**src/rtl/cr_iu_reg_wr_ctrl_pkg.sv**
```systemverilog
// Shared definitions for the IU register write controller: FSM encoding and data width.
package cr_iu_reg_wr_ctrl_pkg;

   localparam int unsigned REG_W = 32;

   typedef enum logic [1:0] {
      ST_IDLE  = 2'd0,
      ST_MERGE = 2'd1,
      ST_WRITE = 2'd2,
      ST_RESP  = 2'd3
   } state_t;

endpackage

```
**src/rtl/cr_iu_reg_wr_merge.sv**
```systemverilog
// Combinational byte merge: each strobed byte comes from the new data, the rest from the register.
module cr_iu_reg_wr_merge
   import cr_iu_reg_wr_ctrl_pkg::*;
(
   input  logic [REG_W-1:0] data,
   input  logic [REG_W-1:0] dout,
   input  logic [3:0]       strb,
   output logic [REG_W-1:0] merged
);

   always_comb begin
      merged = dout;
      for (int unsigned b = 0; b < 4; b++) begin
         if (strb[b]) merged[b*8 +: 8] = data[b*8 +: 8];
      end
   end

endmodule

```
**src/rtl/cr_iu_reg_wr_ctrl.sv**
```systemverilog
// Write-side controller for a bank of clock-gated IU registers (read-modify-write on byte strobes).
// Define CR_IU_REG_WR_STRB_EN to enable byte strobes and the MERGE state; otherwise all writes are full-word.
module cr_iu_reg_wr_ctrl
   import cr_iu_reg_wr_ctrl_pkg::*;
#(
   parameter int unsigned NUM_REG = 4,
   parameter int unsigned IDX_W   = 2
) (
   input  logic                     forever_cpuclk,
   input  logic                     cpurst_b,
   input  logic                     req_vld,
   output logic                     req_rdy,
   input  logic                     req_write,
   input  logic [IDX_W-1:0]         req_idx,
   input  logic [REG_W-1:0]         req_data,
   input  logic [3:0]               req_strb,
   output logic                     rsp_vld,
   input  logic                     rsp_rdy,
   output logic [REG_W-1:0]         rsp_data,
   output logic                     rsp_err,
   output logic [NUM_REG-1:0]       x_write_en,
   output logic [REG_W-1:0]         write_data,
   input  logic [NUM_REG*REG_W-1:0] x_reg_dout_all
);

   state_t               state, state_nxt;
   logic [IDX_W-1:0]     idx_q;
   logic [IDX_W-1:0]     sel_idx;
   logic [REG_W-1:0]     sel_dout;
   logic [NUM_REG-1:0]   sel_onehot;
   logic                 idx_err;
   logic [3:0]           strb_eff;
   logic                 latch_en;
   logic [NUM_REG-1:0]   wen_nxt;
   logic [REG_W-1:0]     wdata_nxt;
   logic [REG_W-1:0]     rdata_nxt;
   logic                 rvld_nxt;
   logic                 rerr_nxt;

`ifdef CR_IU_REG_WR_STRB_EN
   logic [REG_W-1:0]     data_q;
   logic [3:0]           strb_q;
   logic [REG_W-1:0]     merged;

   assign strb_eff = req_strb;

   cr_iu_reg_wr_merge u_merge (
      .data   (data_q),
      .dout   (sel_dout),
      .strb   (strb_q),
      .merged (merged)
   );
`else
   logic                 unused_strb;

   assign strb_eff    = 4'hF;
   assign unused_strb = ^req_strb;
`endif

   // One index mux serves both the request in IDLE and the latched index afterwards.
   assign sel_idx = (state == ST_IDLE) ? req_idx : idx_q;
   assign idx_err = 32'(req_idx) >= NUM_REG;
   assign req_rdy = (state == ST_IDLE);

   always_comb begin
      sel_dout   = '0;
      sel_onehot = '0;
      for (int unsigned i = 0; i < NUM_REG; i++) begin
         if (sel_idx == IDX_W'(i)) begin
            sel_dout      = x_reg_dout_all[i*REG_W +: REG_W];
            sel_onehot[i] = 1'b1;
         end
      end
   end

   always_comb begin
      state_nxt = state;
      latch_en  = 1'b0;
      wen_nxt   = '0;
      wdata_nxt = write_data;
      rdata_nxt = rsp_data;
      rvld_nxt  = rsp_vld;
      rerr_nxt  = rsp_err;
      case (state)
         ST_IDLE: begin
            if (req_vld) begin
               latch_en = 1'b1;
               rerr_nxt = 1'b0;
               if (idx_err) begin
                  state_nxt = ST_RESP;
                  rvld_nxt  = 1'b1;
                  rerr_nxt  = 1'b1;
                  rdata_nxt = '0;
               end else if (!req_write) begin
                  state_nxt = ST_RESP;
                  rvld_nxt  = 1'b1;
                  rdata_nxt = sel_dout;
               end else if (strb_eff == 4'hF) begin
                  state_nxt = ST_WRITE;
                  wen_nxt   = sel_onehot;
                  wdata_nxt = req_data;
               end
`ifdef CR_IU_REG_WR_STRB_EN
               else if (strb_eff == 4'h0) begin
                  state_nxt = ST_RESP;
                  rvld_nxt  = 1'b1;
                  rdata_nxt = sel_dout;
               end else begin
                  state_nxt = ST_MERGE;
               end
`endif
            end
         end
`ifdef CR_IU_REG_WR_STRB_EN
         ST_MERGE: begin
            state_nxt = ST_WRITE;
            wen_nxt   = sel_onehot;
            wdata_nxt = merged;
         end
`endif
         // write_data already holds the merged word during WRITE
         ST_WRITE: begin
            state_nxt = ST_RESP;
            rvld_nxt  = 1'b1;
            rdata_nxt = write_data;
         end
         ST_RESP: begin
            if (rsp_rdy) begin
               state_nxt = ST_IDLE;
               rvld_nxt  = 1'b0;
            end
         end
         default: state_nxt = ST_IDLE;
      endcase
   end

   always_ff @(posedge forever_cpuclk or negedge cpurst_b) begin
      if (!cpurst_b) begin
         state      <= ST_IDLE;
         idx_q      <= '0;
         x_write_en <= '0;
         write_data <= '0;
         rsp_vld    <= 1'b0;
         rsp_data   <= '0;
         rsp_err    <= 1'b0;
      end else begin
         state      <= state_nxt;
         x_write_en <= wen_nxt;
         write_data <= wdata_nxt;
         rsp_vld    <= rvld_nxt;
         rsp_data   <= rdata_nxt;
         rsp_err    <= rerr_nxt;
         if (latch_en) idx_q <= req_idx;
      end
   end

`ifdef CR_IU_REG_WR_STRB_EN
   always_ff @(posedge forever_cpuclk or negedge cpurst_b) begin
      if (!cpurst_b) begin
         data_q <= '0;
         strb_q <= '0;
      end else if (latch_en) begin
         data_q <= req_data;
         strb_q <= req_strb;
      end
   end
`endif

endmodule

```
**config.mk**
```make
export PLATFORM = sky130hd
export DESIGN_NAME = cr_iu_reg_wr_ctrl
export DESIGN_NICKNAME = d
export VERILOG_FILES = /design/src/rtl/cr_iu_reg_wr_ctrl_pkg.sv /design/src/rtl/cr_iu_reg_wr_merge.sv /design/src/rtl/cr_iu_reg_wr_ctrl.sv
export SDC_FILE = /design/constraint.sdc
export NUM_CORES = 1
export LEC_CHECK = 0
export CAP_MARGIN = 20
export CORE_ASPECT_RATIO = 0.7
export CORE_UTILIZATION = 33
export DETAILED_ROUTE_END_ITERATION = 16
export GPL_TIMING_DRIVEN = 0
export PLACE_DENSITY_LB_ADDON = 0.05
export SLEW_MARGIN = 20
export SYNTH_ARGS = -nofsm -noshare
export SYNTH_HDL_FRONTEND = slang
export SYNTH_SLANG_ARGS = --single-unit
```
**constraint.sdc**
```tcl
create_clock -name forever_cpuclk -period 1.9 [get_ports forever_cpuclk]
set_input_delay 0.38 -clock forever_cpuclk [delete_from_list [all_inputs] [get_ports forever_cpuclk]]
set_output_delay 0.38 -clock forever_cpuclk [all_outputs]
set_load 0.01 [all_outputs]
```
==> metrics.md <==
| Metric | Value |
|---|---|
| Hold Crit Class | in -> async |
| Number of CTS-inserted buffers | 9 |
| CTS tree | yes |
| Slowest cell on crit path | dfrtp_2 |
| Post-place instance area | 6400 sq um |
| Gr usage total | 23.9% |
| Vias post-DR | a little under 4,000 |
| DR pass1 iterations | 4 |
| First-pass GRT wire length | 21,400 um |
| Starting Density | 34.3% |
| Yosys warns | 0 |
| N_diodes | 0 |
| Critical Path Fanout Max | 10 |
| Number of vias per cell | 5.00 |
| Adder-Cell Fraction of Synth Area | 0% |
| Largest net degree at the start of global routing | 48 |
| P_int | between 0.007 and 0.008 W |
| Slew HR | 45.4% |
| CP Launch Type | flop |
| Failing checks | setup timing |
| Die area | 12,000 sq um |
| Mapped Nets | 525 |
| Sequential share of the synthesized area | 47.8% |
| Status | finished, violations left |
| CP Capture Type | flop |
| Multiplexer share of the synthesized area | 22.0% |
| Critical Path Max Stage Delay | roughly 0.45 ns |
| Clock tree buffer depth | 2 |
| Row cnt | 32 |
| Synth Area in Simple Gates | 7.40% |
| Share of power burned in registers | 23.7% |
| Final setup violation count | 60 |
| Sw Share | 36.6% |
| Psw | 0.00449 W |
| Antenna-violating nets left | 0 |
| Top post-synthesis cells by area | dfrtp_1 (48%), mux2_2 (15%), mux2i_1 (6.0%) |
| Crit path buf inv count | 4 |
| Clock network fraction of total power | 13.9% |
| Max Slew Vio Count | 0 |
| DRC viols | 0 |
| Design area | 7390 sq um |
| Die height | between 90 and 100 um |
| Crit-path cells | or2_1, buf_6, inv_8, mux2i_4, buf_4, buf_12, mux2_2, nand2_1, a31oi_1 |
| Antenna violations before repair | 0 |
| RSZ-0062 raised after global routing | true |
| GRT overflow | 0 |
| Worst IR Drop VDD | 701 uV |
| Fin worst setup slack | -0.190 ns |
| Tightest Pin Transition | 0.811 ns |
| Root Driver | clkbuf_16 |
| Max-cap violations | 0 |
| Crit path time final | between 2 and 2.5 ns |
| Clock transition at path regs | roughly 0.060 ns |
| Area leader, netlist | dfrtp_1 |
| # nets final | 800 |
| Critical Path RT | 2.08 ns |
| Final hold vios | 0 |
| Post-synthesis compound-gate area fraction | between 10% and 20% |
| Mapped Area | 3820 sq um |
| Drt initial violations | 155 |
| Post-DR wirelength/cell | 18.5 um |
| Final HPWL DP | 10,300 um |
| CP delay by family, top | multiplexers |
| Layout cells sized above 1 | 22.7% |
| Fin crit share | 110% |
| P_leak | 3.07 nW |
| Placer Congestion | 0.785 |
| Synthesized flop and latch total | 73 |
| Fmax achieved | 478 MHz |
| Clock Latency Late Sink | 0.33 ns |
| Area share of the largest cell type after synthesis | 47.8% |
| Synth Area in XOR/XNOR | 0% |
| Post-Synthesis Cells | between 300 and 400 |
| H-tree levels | 3 |
| PwrDens | 1660 nW/um^2 |
| Buffers on Ports | around 240 |
| Vias in the first global route | around 4,000 |
| Synthesized area per cell | 10.8 sq um |
| Largest family of logic cells by synthesized area | multiplexers |
| Core area | about 11,000 sq um |
| CP Class | reg -> reg |
| Fin Setup TNS | -5.24 ns |
| IO Pins | 242 |
| Sink Count | 73 |
| Yosys cell types | 30 |
| DIE WIDTH | 131 um |
| Critical path data arrival time | 2.28 ns |
| Drt total wl | roughly 15,000 um |
| Setup Skew | 0.00507 ns |
| Portion of total power attributed to combinational logic | 62.4% |
| Area Overhead vs Synth | 93.6% |
-- cells in the final DEF (no fill, tap or decap), types with 2 or more instances in the layout --
master	netlist	routed
a211o_1	11	11
a21oi_1	3	3
a22oi_1	16	16
a31oi_1	27	26
buf_12	0	9
buf_16	0	3
buf_2	9	4
buf_4	3	21
buf_6	4	6
buf_8	0	2
clkbuf_1	13	2
clkbuf_16	0	13
clkbuf_2	0	4
clkbuf_4	0	3
clkbuf_8	0	2
clkdlybuf4s50_1	0	234
clkinvlp_4	0	3
dfrtp_1	73	72
mux2_2	52	22
mux2_4	0	30
mux2i_1	23	16
mux2i_2	0	5
mux2i_4	1	3
nand2_1	41	33
nand2_2	0	8
nand2b_1	2	2
nand3_1	2	2
nor2_1	17	17
nor2b_1	2	2
o21ai_0	10	2
o21ai_1	2	9
o22a_1	5	5
o22ai_1	28	28
-- power groups by stage --
stage	combinational [W]	sequential (W)	clock, W
after CTS	0.00714	0.00289	0.00175
final	0.00766	0.00291	0.00171
after floorplan	0.00310	0.00314	0
after global routing	0.00818	0.00301	0.00182
after global placement	0.00616	0.00284	0
after detailed placement	0.00623	0.00288	0
-- cell families after synthesis --
logic type,after synthesis
AO/OA/AOI/OAI,103
multiplexers,76
flip-flops,73
AND/OR/NAND/NOR,69
buffers and inverters,32
other,1
-- per-stage QoR --
step | util, % | instances | hold slack, ns | power [W] | setup slack, ns
global placement | 57.3 | 743 | 0.490 | 0.00899 | -2.24
finish | 66.4 | 786 | 0.515 | 0.0123 | -0.190
detailed placement | 57.5 | 744 | 0.326 | 0.00911 | -0.814
global route | 66.4 | 786 | 0.531 | 0.0130 | -0.271
CTS | 63.5 | 776 | 0.519 | 0.0118 | -0.206
floorplan | - | 354 | 0.0844 | 0.00624 | -0.105
-- path summary, 6_finish.rpt --
kind	startpoint	slack [ns]	to	depth (start not counted)
max	state[0]$_DFFE_PN0P_	-0.19	rsp_data[4]$_DFFE_PN0P_	9
min	cpurst_b	0.52	write_data[11]$_DFFE_PN0P_	2
max reg2reg	state[0]$_DFFE_PN0P_	-0.19	rsp_data[4]$_DFFE_PN0P_	9
min reg2reg	rsp_data[7]$_DFFE_PN0P_	0.52	rsp_data[7]$_DFFE_PN0P_	1
max in group asynchronous	cpurst_b	0.81	rsp_data[0]$_DFFE_PN0P_	3
min in group forever_cpuclk	rsp_data[7]$_DFFE_PN0P_	0.52	rsp_data[7]$_DFFE_PN0P_	1
-- routing by layer --
layer  vias up  routed length, um  share of wire [%]  track usage, %
met5         -                  0                  0               0
met4         0                180                1.2            4.98
met3        14               1000                6.9            6.88
met2       150               6930                 48            39.9
met1      1888               6460                 44            30.7
li1       1877                  -                  -               -
-- Yosys cell counts (all sizes together) --
cell type  number
a31oi          27
and3            2
clkbuf         13
nor3            1
buf            17
mux2i          24
conb            1
or2             1
nand2          41
o22a            5
a211o          11
dfrtp          73
mux2           52
o22ai          28
nand3           2
o21ai          12
inv             2
nor2b           2
and2            1
nor2           17
a21oi           3
nand2b          2
a22oi          16
a21boi          1
-- repair_timing --
item | CTS | global route
setup endpoints to repair | 63 | 63
resized for setup | 66 | 63
gates cloned | 2 | 4
hold buffers | 1 | 0
pin swaps | 14 | 19
hold endpoints to repair | 26 | 0
buffers inserted | 15 | 8
-- cell type report --
type | count | area (sq um)
clock buffers | 11 | 253
repair buffers | 267 | 2760
fillers | 882 | 3740
flip-flops and latches | 73 | 1830
well taps | 153 | 191
inverters | 2 | 15.0
clock inverters | 4 | 52.6
multi-input cells | 249 | 2010
plain buffers | 27 | 282
-- flip-flops by register name (all words and copies together) (netlist names) --
name	cells
idx_q	2
rsp_data	32
rsp_vld	1
state	2
write_data	32
x_write_en	4
No activity file was read; power rests on OpenSTA's default activity.
